## src/rtl/mem_port_arbiter.sv

```systemverilog
`default_nettype none
// ============================================================================
//  Module      : mem_port_arbiter
//  Description : Shares one single-port memory between the instruction-fetch
//                requester and the load/store requester. Each transaction
//                runs IDLE -> ACCESS -> (WAIT) -> ACK. Data has priority over
//                fetch, bounded by a starvation limit for fetch.
//  Revision    : 1.0 - initial release
// ============================================================================
module mem_port_arbiter #(
    parameter int AW      = 8,
    parameter int DW      = 16,
    parameter int MEM_LAT = 1,
    parameter int MAX_DM  = 3
) (
    input  logic          CLK,
    input  logic          RST,
    input  logic          IfReq,
    input  logic [AW-1:0] IfAddr,
    output logic          IfAck,
    output logic [DW-1:0] IfData,
    input  logic          DmReq,
    input  logic          DmWe,
    input  logic [AW-1:0] DmAddr,
    input  logic [DW-1:0] DmWrData,
    output logic          DmAck,
    output logic [DW-1:0] DmRdData,
    output logic          MemEn,
    output logic          MemWe,
    output logic [AW-1:0] MemAddr,
    output logic [DW-1:0] MemWrData,
    input  logic [DW-1:0] MemRdData,
    output logic          FetchWait,
    output logic          Busy
);

    typedef enum logic [1:0] {
        S_IDLE   = 2'd0,
        S_ACCESS = 2'd1,
        S_WAIT   = 2'd2,
        S_ACK    = 2'd3
    } state_t;

    // Number of data grants fetch may lose in a row before it wins
    localparam logic [3:0] c_MAX_DM     = 4'(MAX_DM);
    localparam logic [3:0] c_STREAK_SAT = 4'd15;
    // Latency 1 goes straight from ACCESS to ACK; otherwise WAIT burns the rest
    localparam bit         c_HAS_WAIT   = (MEM_LAT > 1);
    localparam logic [1:0] c_LAT_LOAD   = (MEM_LAT > 1) ? 2'(MEM_LAT - 2) : 2'd0;

    state_t          r_state;
    state_t          w_next_state;
    logic            w_grant_if;
    logic            w_grant_dm;
    logic            r_owner_dm;
    logic [AW-1:0]   r_addr;
    logic            r_we;
    logic [DW-1:0]   r_wdata;
    logic [3:0]      r_streak;
    logic [1:0]      r_lat;

    // State register; reset aborts any transaction in flight without an Ack
    always_ff @(posedge CLK) begin
        if (RST) begin
            r_state <= S_IDLE;
        end else begin
            r_state <= w_next_state;
        end
    end

    // Arbitration, next-state and all port outputs derived from the state
    always_comb begin
        w_next_state = r_state;
        w_grant_if   = 1'b0;
        w_grant_dm   = 1'b0;
        MemEn        = 1'b0;
        MemWe        = 1'b0;
        MemAddr      = '0;
        MemWrData    = '0;
        IfAck        = 1'b0;
        DmAck        = 1'b0;
        IfData       = '0;
        DmRdData     = '0;

        case (r_state)
            S_IDLE: begin
                // Data wins unless fetch has already lost MAX_DM times in a row
                if (DmReq && !(IfReq && (r_streak == c_MAX_DM))) begin
                    w_grant_dm   = 1'b1;
                    w_next_state = S_ACCESS;
                end else if (IfReq) begin
                    w_grant_if   = 1'b1;
                    w_next_state = S_ACCESS;
                end
            end
            S_ACCESS: begin
                MemEn        = 1'b1;
                MemWe        = r_we;
                MemAddr      = r_addr;
                MemWrData    = r_wdata;
                w_next_state = c_HAS_WAIT ? S_WAIT : S_ACK;
            end
            S_WAIT: begin
                if (r_lat == 2'd0) begin
                    w_next_state = S_ACK;
                end
            end
            S_ACK: begin
                // Read data is passed straight through in the Ack cycle only
                if (r_owner_dm) begin
                    DmAck    = 1'b1;
                    DmRdData = MemRdData;
                end else begin
                    IfAck    = 1'b1;
                    IfData   = MemRdData;
                end
                w_next_state = S_IDLE;
            end
            default: begin
                w_next_state = S_IDLE;
            end
        endcase
    end

    // Capture the granted request; loads always carry We=0 and no write data
    always_ff @(posedge CLK) begin
        if (RST) begin
            r_owner_dm <= 1'b0;
            r_addr     <= '0;
            r_we       <= 1'b0;
            r_wdata    <= '0;
        end else if (w_grant_dm) begin
            r_owner_dm <= 1'b1;
            r_addr     <= DmAddr;
            r_we       <= DmWe;
            r_wdata    <= DmWe ? DmWrData : '0;
        end else if (w_grant_if) begin
            r_owner_dm <= 1'b0;
            r_addr     <= IfAddr;
            r_we       <= 1'b0;
            r_wdata    <= '0;
        end
    end

    // Count data grants that were taken while fetch was waiting
    always_ff @(posedge CLK) begin
        if (RST) begin
            r_streak <= 4'd0;
        end else if (w_grant_dm) begin
            if (IfReq) begin
                if (r_streak != c_STREAK_SAT) begin
                    r_streak <= r_streak + 4'd1;
                end
            end else begin
                r_streak <= 4'd0;
            end
        end else if (w_grant_if) begin
            r_streak <= 4'd0;
        end
    end

    // Latency counter: loaded leaving ACCESS, counts down through WAIT
    always_ff @(posedge CLK) begin
        if (RST) begin
            r_lat <= 2'd0;
        end else if (r_state == S_ACCESS) begin
            r_lat <= c_LAT_LOAD;
        end else if ((r_state == S_WAIT) && (r_lat != 2'd0)) begin
            r_lat <= r_lat - 2'd1;
        end
    end

    assign FetchWait = IfReq & ~IfAck;
    assign Busy      = (r_state != S_IDLE);

endmodule
`default_nettype wire

```

## config.mk

```make
export PLATFORM = sky130hd
export DESIGN_NAME = mem_port_arbiter
export DESIGN_NICKNAME = d
export VERILOG_FILES = /design/src/rtl/mem_port_arbiter.sv
export SDC_FILE = /design/constraint.sdc
export NUM_CORES = 1
export LEC_CHECK = 0
export CAP_MARGIN = 40
export CORE_MARGIN = 8
export CORE_UTILIZATION = 40
export DETAILED_ROUTE_END_ITERATION = 7
export PLACE_DENSITY = 0.84
export SYNTH_ARGS = -nofsm -noshare
export SYNTH_HDL_FRONTEND = slang
export SYNTH_SLANG_ARGS = --single-unit
```

## constraint.sdc

```tcl
create_clock -name CLK -period 4.2 [get_ports CLK]
set_input_delay 0.42 -clock CLK [delete_from_list [all_inputs] [get_ports CLK]]
set_output_delay 0.42 -clock CLK [all_outputs]
set_load 0.02 [all_outputs]
```

## Word level (Yosys, flattened, before mapping)

Index checks and enable logic that the tools add are counted.
W data, S select, Z words.

| operators by class | value |
|---|---|
| reductions and logical operators | 12 |
| multiplexer cells | 33 |
| add/subtract/negate cells | 2 |
| eq/ne operators | 8 |
| bitwise logic cells | 2 |

Operator list:

| cell | number |
|---|---|
| $mux W16 | 8 |
| $mux W8 | 3 |
| $mux W4 | 4 |
| $mux W1 | 14 |
| $pmux W2 S4 | 1 |
| $mux W2 | 3 |
| $reduce_bool A2 Y1 | 3 |
| $add A4 B1 Y4 const B | 1 |
| $eq A2 B2 Y1 const B | 2 |
| $eq A4 B2 Y1 const B | 1 |
| $logic_not A2 Y1 | 2 |
| $ne A4 B4 Y1 const B | 1 |
| $reduce_and A2 Y1 | 2 |
| $logic_and A1 B1 Y1 | 3 |
| $ne A3 B2 Y1 const B | 1 |
| $ne A3 B3 Y1 const B | 1 |
| $eq A2 B1 Y1 const B | 1 |
| $ne A2 B2 Y1 const B | 1 |
| $reduce_or A2 Y1 | 1 |
| $sub A2 B1 Y2 const B | 1 |
| $and A1 B1 Y1 | 1 |
| $logic_not A1 Y1 | 1 |
| $not A1 Y1 | 1 |

| storage, ports and cells | value |
|---|---|
| register bits after elaboration | 34 |

## Logic depth before layout (Yosys ltp)

Gate-level depths: netlist of the first run.

| depth | value |
|---|---|
| word-level depth | 8 |
| depth in mapped cells | 7 |
| gate-level depth less buffers | 5 |

## Least setup slack after synthesis of the first run

No wires, ideal clock.

| timing | value |
|---|---|
| kind | reg-to-output |
| start | register r_state[0] |
| end | output IfData[12] |
| buffers on the path | 1 |
| cell stages (with the launch flop) | 5 |
| arrival | 1.596 ns |
| slack | 2.184 ns |
| cell sequence | dfxtp_1 ha_1 nor2b_1 clkbuf_1 and2_1 |

| on the way | value |
|---|---|
| cells in the longest elaborated chain, start to end | 2 |

Ends and longest elaborated chain:

| element | line | text |
|---|---|---|
| start, declared | 51 | `state_t r_state;` |
| start signal, assigned | 67 | `r_state <= w_next_state;` |
| $eq A2 B2 Y1 | 85 | `case (r_state)` |
| $mux W16 | 85 |  |
| end, declared | 21 | `output logic [DW-1:0] IfData,` |

No other way between the ends.

## Worst setup path in the final report of the first run

| timing | value |
|---|---|
| start | register r_state[0] |
| end | output IfData[13] |

Same word-level chain as after synthesis.

==> run_results.csv, run 1 <==
group,metric,value,unit
status,status,"finished clean",
cts,cts_buffer_depth,2,
floorplan,die_w,84.5,microns
cts,postCtsHoldBufs,0,
routing,vias_per_cell,5.29,
setup_path,critPathCaptureType,"output port",
timing,rsz0062_at_grt,"no",
timing,fin_crit_sh,0.723,
global_route,grt.total_usage,0.167,
power,pwr_density_cell,260,nW/um^2
power,total_power,0.812,mW
timing,period_needed,3.04,ns
setup_path,r2r_end,"r_wdata[7]",
timing,slew_viol_final,0,
cts,cts_setup_buffers,0,
timing,tightest_slew,0.889,ns
cells_and_area,nets,376,
global_route,grt_pass1_wl,9780,microns
cells_and_area,insertedDiodeCount,0,
cells_and_area,fill_cells,431,
cells_and_area,final_area,3130,sq um
power,vdd_drop_max,210,uV
cts,cts_htree_levels,2,
cells_and_area,drive_above_1_share,0.0380,
timing,finalHoldViolCount,0,
setup_path,worstPathArrival,2.62,ns
routing,drcViolationCount,0,
global_route,grt_pass1_vias,2003,
logic_synthesis,yosysSeqAreaShare,0.363,
logic_synthesis,syn_inst,205,
setup_path,startpoint_type,"register",
floorplan,num_rows,25,
cts,cts_resized,0,
cts,cts_root_buf,"clkbuf_8",
routing,vias,1959,
cts,cts_tree,"built",
place,io_buffers,114,
floorplan,core-area,4630,sq um
setup_path,crit_end,"IfData[13]",
logic_synthesis,synth_seq_cells,34,
floorplan,die-area,7140,sq um
timing,setup_ws,1.16,ns
setup_path,required,3.78,ns
floorplan,io_pins,115,
place,place.gp.congestion,0.766,
global_route,grt_max_degree,29,
place,dp_hpwl,4790,microns
timing,fmax,329,MHz
cts,clk_latency,0.28,ns
place,place_ws,1.44,ns
power,p_leak,1.23,nW
cells_and_area,final_common_cell,"clkdlybuf4s50_1",
logic_synthesis,synth_area,1880,sq um
global_route,overflow,0,
logic_synthesis,yosys_warnings,0,
setup_path,crit_type,"register to output port",
run,maxCapViolations,0,
cells_and_area,fin_util,0.675,
logic_synthesis,syn_nets,265,
min_path,hp-start,"r_addr[6]",
floorplan,dieHeight,84.5,microns
min_path,hold_class,"register to register",
routing,wirelength,6000,microns
cells_and_area,multi_input_area,1120,sq um
routing,drt-initial-drc-count,72,
cts,cts.clk_slew.worst_paths,0.07,ns
timing,tns,0,ns
routing,dr.pass1.iters,4,
cts,cts_sinks,34,
setup_path,cp_max_fo,18,
setup_path,r2r-start,"r_state[1]",
routing,detail_route.wl_per_cell,16.2,microns
place,dpl-instance-area,3050,sq um
setup_path,r2r_cells,5,
logic_synthesis,netlist-cell-type-count,35,
logic_synthesis,syn_avg_cell_area,9.16,sq um
routing,ant_nets,0,
setup_path,regToRegSetupSlack,2.00,ns
cells_and_area,layout-area-overhead-vs-synth,66.6,%
timing,setup_viol,0,
timing,skew,0.00104,ns
timing,maxSlewHeadroom,0.405,
min_path,whs_path_depth,1,
floorplan,initial_utilization,0.405,
cts,cts_buffers,5,
global_route,antenna_found_initial,0,
cells_and_area,layout_common_cells,"clkdlybuf4s50_1 (114), and2_1 (42), dfxtp_1 (34)",
cells_and_area,seq_area,681,sq um
setup_path,startpoint,"r_state[0]",
[stage by stage]
stage / instances / hold WS [ns]
global placement: 362 / 0.439
global route: 370 / 0.484
CTS: 370 / 0.461
finish: 370 / 0.467
floorplan: 205 / 0.432
detailed placement: 363 / 0.446
[flip-flops by register name, summed over array words and instances, names as in the netlist]
signal      cells
r_state         2
r_streak        4
r_owner_dm      1
r_we            1
r_addr          8
r_lat           2
r_wdata        16
[cell usage after synthesis]
| master | number | area [sq um] |
|---|---|---|
| a2111oi_0 | 1 | 8.76 |
| a211oi_1 | 1 | 7.51 |
| a21o_1 | 2 | 15.0 |
| a21oi_1 | 4 | 20.0 |
| a22o_1 | 16 | 140 |
| a2bb2oi_1 | 1 | 8.76 |
| a311oi_1 | 1 | 8.76 |
| a32o_1 | 8 | 80.1 |
| a41oi_1 | 1 | 8.76 |
| and2_1 | 42 | 263 |
| and3_1 | 17 | 106 |
| buf_2 | 2 | 10.0 |
| buf_6 | 2 | 22.5 |
| clkbuf_1 | 9 | 33.8 |
| dfxtp_1 | 34 | 681 |
| ha_1 | 7 | 87.6 |
| inv_1 | 5 | 18.8 |
| mux2i_1 | 1 | 10.0 |
| nand2_1 | 4 | 15.0 |
| nand2b_1 | 4 | 25.0 |
| nand3_1 | 4 | 20.0 |
| nand3b_1 | 8 | 60.1 |
| nand4_1 | 3 | 18.8 |
| nand4b_1 | 1 | 8.76 |
| nand4bb_1 | 1 | 11.3 |
| nor2_1 | 5 | 18.8 |
| nor2b_1 | 3 | 18.8 |
| nor3_1 | 1 | 5.00 |
| nor4b_4 | 1 | 23.8 |
| nor4bb_1 | 1 | 10.0 |
| o21a_1 | 2 | 15.0 |
| o21ai_1 | 2 | 10.0 |
| o21bai_1 | 8 | 60.1 |
| or3b_1 | 2 | 17.5 |
| xnor2_1 | 1 | 8.76 |
[power by group]
part | switching, mW | internal, mW | total (mW)
clock | 0.114 | 0.111 | 0.225
combinational | 0.109 | 0.121 | 0.230
sequential | 0.0149 | 0.342 | 0.357
total | 0.238 | 0.574 | 0.812
[metal layers]
layer  GRT usage  part of all wire
met3      0.0566             0.084
met5           0                 0
met1       0.197              0.44
met4      0.0340            0.0070
met2       0.283              0.47
[cells by family after synthesis]
logic type | count (synthesis) | share of synthesized area
AND/OR/NAND/NOR | 97 | 0.331
adder cells (fa/ha/maj) | 7 | 0.0467
AO/OA/AOI/OAI | 47 | 0.204
XOR/XNOR | 1 | 0.00467
multiplexers | 1 | 0.00533
flip-flops | 34 | 0.363
buffers and inverters | 18 | 0.0453
[final cells by class]
cell class / count / share of cell area
clock buffers: 5 / 0.0220
clock inverters: 2 / 0.00320
inverters: 5 / 0.00600
multi-input cells: 153 / 0.357
flip-flops and latches: 34 / 0.218
well taps: 54 / 0.0216
repair buffers: 117 / 0.372
[critical path, stage by stage, from the launching register on]
cell	delay (ns)
dfxtp_1	0.40
ha_1	0.46
nor2b_1	0.50
buf_4	0.25
and2_1	0.13
clkdlybuf4s50_1	0.60
[worst min path at each step]
stage	end	slack [ns]
after floorplan	r_we	0.43
after global placement	r_addr[1]	0.44
after detailed placement	r_addr[1]	0.45
after CTS	r_addr[1]	0.46
after global routing	r_addr[6]	0.48
final	r_addr[6]	0.47
Note: power is estimated with default switching activity, not from simulation.
==> run 2, diff against run 1 <==
--- a/config.mk
+++ b/config.mk
@@ -7,9 +7,9 @@
 export LEC_CHECK = 0
 export CAP_MARGIN = 40
 export CORE_MARGIN = 8
-export CORE_UTILIZATION = 40
+export CORE_UTILIZATION = 37
 export DETAILED_ROUTE_END_ITERATION = 7
-export PLACE_DENSITY = 0.84
+export PLACE_DENSITY = 0.78
 export SYNTH_ARGS = -nofsm -noshare
 export SYNTH_HDL_FRONTEND = slang
 export SYNTH_SLANG_ARGS = --single-unit
==> constraint.sdc (replaced) <==
create_clock -name CLK -period 3.16 [get_ports CLK]
set_input_delay 0.316 -clock CLK [delete_from_list [all_inputs] [get_ports CLK]]
set_output_delay 0.316 -clock CLK [all_outputs]
set_load 0.02 [all_outputs]
==> run 2 against run 1 <==
Non-clock buffer count increased by 2. Highest routed layer unchanged. Clock power is 49% higher. Worst hold slack worse by 0.0048 ns. Sequential power increased by 33%.
==> run_results.csv, run 2 (synthesized netlist as in run 1, its figures left out) <==
group,metric,value,unit
setup_path,startpoint_type,"register",
cells_and_area,insertedDiodeCount,0,
timing,tns,0,ns
timing,period_needed,2.61,ns
status,status,"finished clean",
floorplan,num_rows,26,
setup_path,r2r-start,"r_state[1]",
routing,drt-initial-drc-count,56,
cells_and_area,largest_register,"r_wdata",
cells_and_area,layout_common_cells,"clkdlybuf4s50_1 (114), and2_1 (42), dfxtp_1 (34)",
setup_path,crit_buf_inv,2,
routing,wirelength,6010,microns
cells_and_area,nets,378,
min_path,whs_path_depth,1,
setup_path,crit_family,"buffers and inverters",
cells_and_area,reg_top3,"r_wdata: 16 flops, r_addr: 8 flops, r_streak: 4 flops",
timing,slew_viol_final,0,
cts,cts.clk_slew.worst_paths,0.07,ns
routing,drcViolationCount,0,
floorplan,die_w,87.2,microns
cells_and_area,final_common_cell,"clkdlybuf4s50_1",
routing,ant_nets,0,
timing,maxSlewHeadroom,0.455,
setup_path,r2r_cells,6,
cts,postCtsHoldBufs,0,
global_route,grt_pass1_vias,1934,
setup_path,worstPathArrival,2.29,ns
timing,finalHoldViolCount,0,
global_route,antenna_found_initial,0,
cts,cts_resized,0,
cells_and_area,seq_area,681,sq um
cells_and_area,layout-area-overhead-vs-synth,69.3,%
power,p_leak,1.25,nW
timing,fin_crit_sh,0.826,
power,clock_power_share,0.300,
cts,cts_tree,"built",
cells_and_area,fill_cells,466,
cts,cts_buffers,5,
floorplan,die-area,7610,sq um
min_path,hp-start,"r_addr[0]",
cts,cts_buffer_depth,2,
cts,cts_root_buf,"clkbuf_8",
place,io_buffers,114,
timing,rsz0062_at_grt,"no",
place,place_inst,381,
cells_and_area,largest_reg_flops,16,
setup_path,slowest_delay,0.69,ns
power,pwr_density_cell,351,nW/um^2
routing,dr.pass1.iters,4,
floorplan,io_pins,115,
setup_path,required,2.84,ns
power,combPwrFrac,0.275,
floorplan,core-area,5010,sq um
power,power_frac_seq,0.425,
routing,vias,1964,
cts,cts_setup_buffers,0,
min_path,hold_class,"register to register",
setup_path,startpoint,"r_state[1]",
global_route,grt_pass1_wl,9290,microns
timing,tightest_slew,0.817,ns
power,p_sw_frac,0.291,
global_route,overflow,0,
run,maxCapViolations,0,
cells_and_area,drive_above_1_share,0.0470,
cells_and_area,multi_input_area,1120,sq um
cts,clk_latency,0.28,ns
cts,cts_htree_levels,2,
cells_and_area,stdcell_count,389,
global_route,grt_max_degree,29,
setup_path,path_cells,"inv_1 > ha_1 > and2_1 > clkdlybuf4s50_1",
setup_path,worst-path-stages,4,
power,p_sw,0.324,mW
routing,vias_per_cell,5.05,
place,place.gp.congestion,0.823,
power,internal-power,0.791,mW
timing,fmax,383,MHz
cts,cts_sinks,34,
floorplan,initial_utilization,0.375,
setup_path,cp_max_fo,28,
global_route,grt.total_usage,0.153,
floorplan,dieHeight,87.2,microns
setup_path,crit_type,"register to output port",
timing,setup_viol,0,
place,dp_hpwl,4660,microns
power,vdd_drop_max,227,uV
setup_path,critPathCaptureType,"output port",
routing,detail_route.wl_per_cell,15.4,microns
setup_path,crit_path_top_delay_cell,"ha_1",
timing,skew,0.00535,ns
-- run 2: per-stage QoR --
step / setup slack, ns / utilization / instance area [sq um] / total power [mW] / hold WS, ns
floorplan: 1.25 / - / 1880 / 0.633 / 0.432
detailed placement: 0.807 / 0.615 / 3080 / 0.794 / 0.452
CTS: 0.477 / 0.634 / 3180 / 1.13 / 0.470
global placement: 0.856 / 0.615 / 3080 / 0.789 / 0.439
finish: 0.551 / 0.634 / 3180 / 1.11 / 0.463
global route: 0.364 / 0.634 / 3180 / 1.18 / 0.489
-- run 2: routing by layer --
metal,share of wire,up-vias,global-route usage
met1,0.44,883,0.166
li1,-,965,-
met5,0,-,0
met3,0.13,8,0.0830
met4,0.014,0,0.0563
met2,0.41,108,0.244
-- run 2: path summary, 6_finish.rpt --
kind / endpoint / slack [ns]
setup / recovery: MemAddr[7] / 0.55
hold / removal: r_addr[0] / 0.46
setup reg to reg: r_wdata[4] / 1.33
hold reg to reg: r_addr[0] / 0.46
-- run 2: cell type report --
class,instances,area share
Timing Repair Buffer,119,0.371
Sequential cell,34,0.214
Tap cell,70,0.0276
Multi-Input combinational cell,153,0.352
Inverter,5,0.00591
Clock buffer,6,0.0260
Clock inverter,2,0.00394
-- run 2: power groups by stage --
stage,registers (mW),clock network (mW),logic [mW]
2_1_floorplan,0.476,0,0.157
3_3_place_gp,0.483,0,0.306
3_5_place_dp,0.484,0,0.310
4_1_cts,0.475,0.347,0.310
5_1_grt,0.479,0.369,0.331
6_report,0.474,0.335,0.306
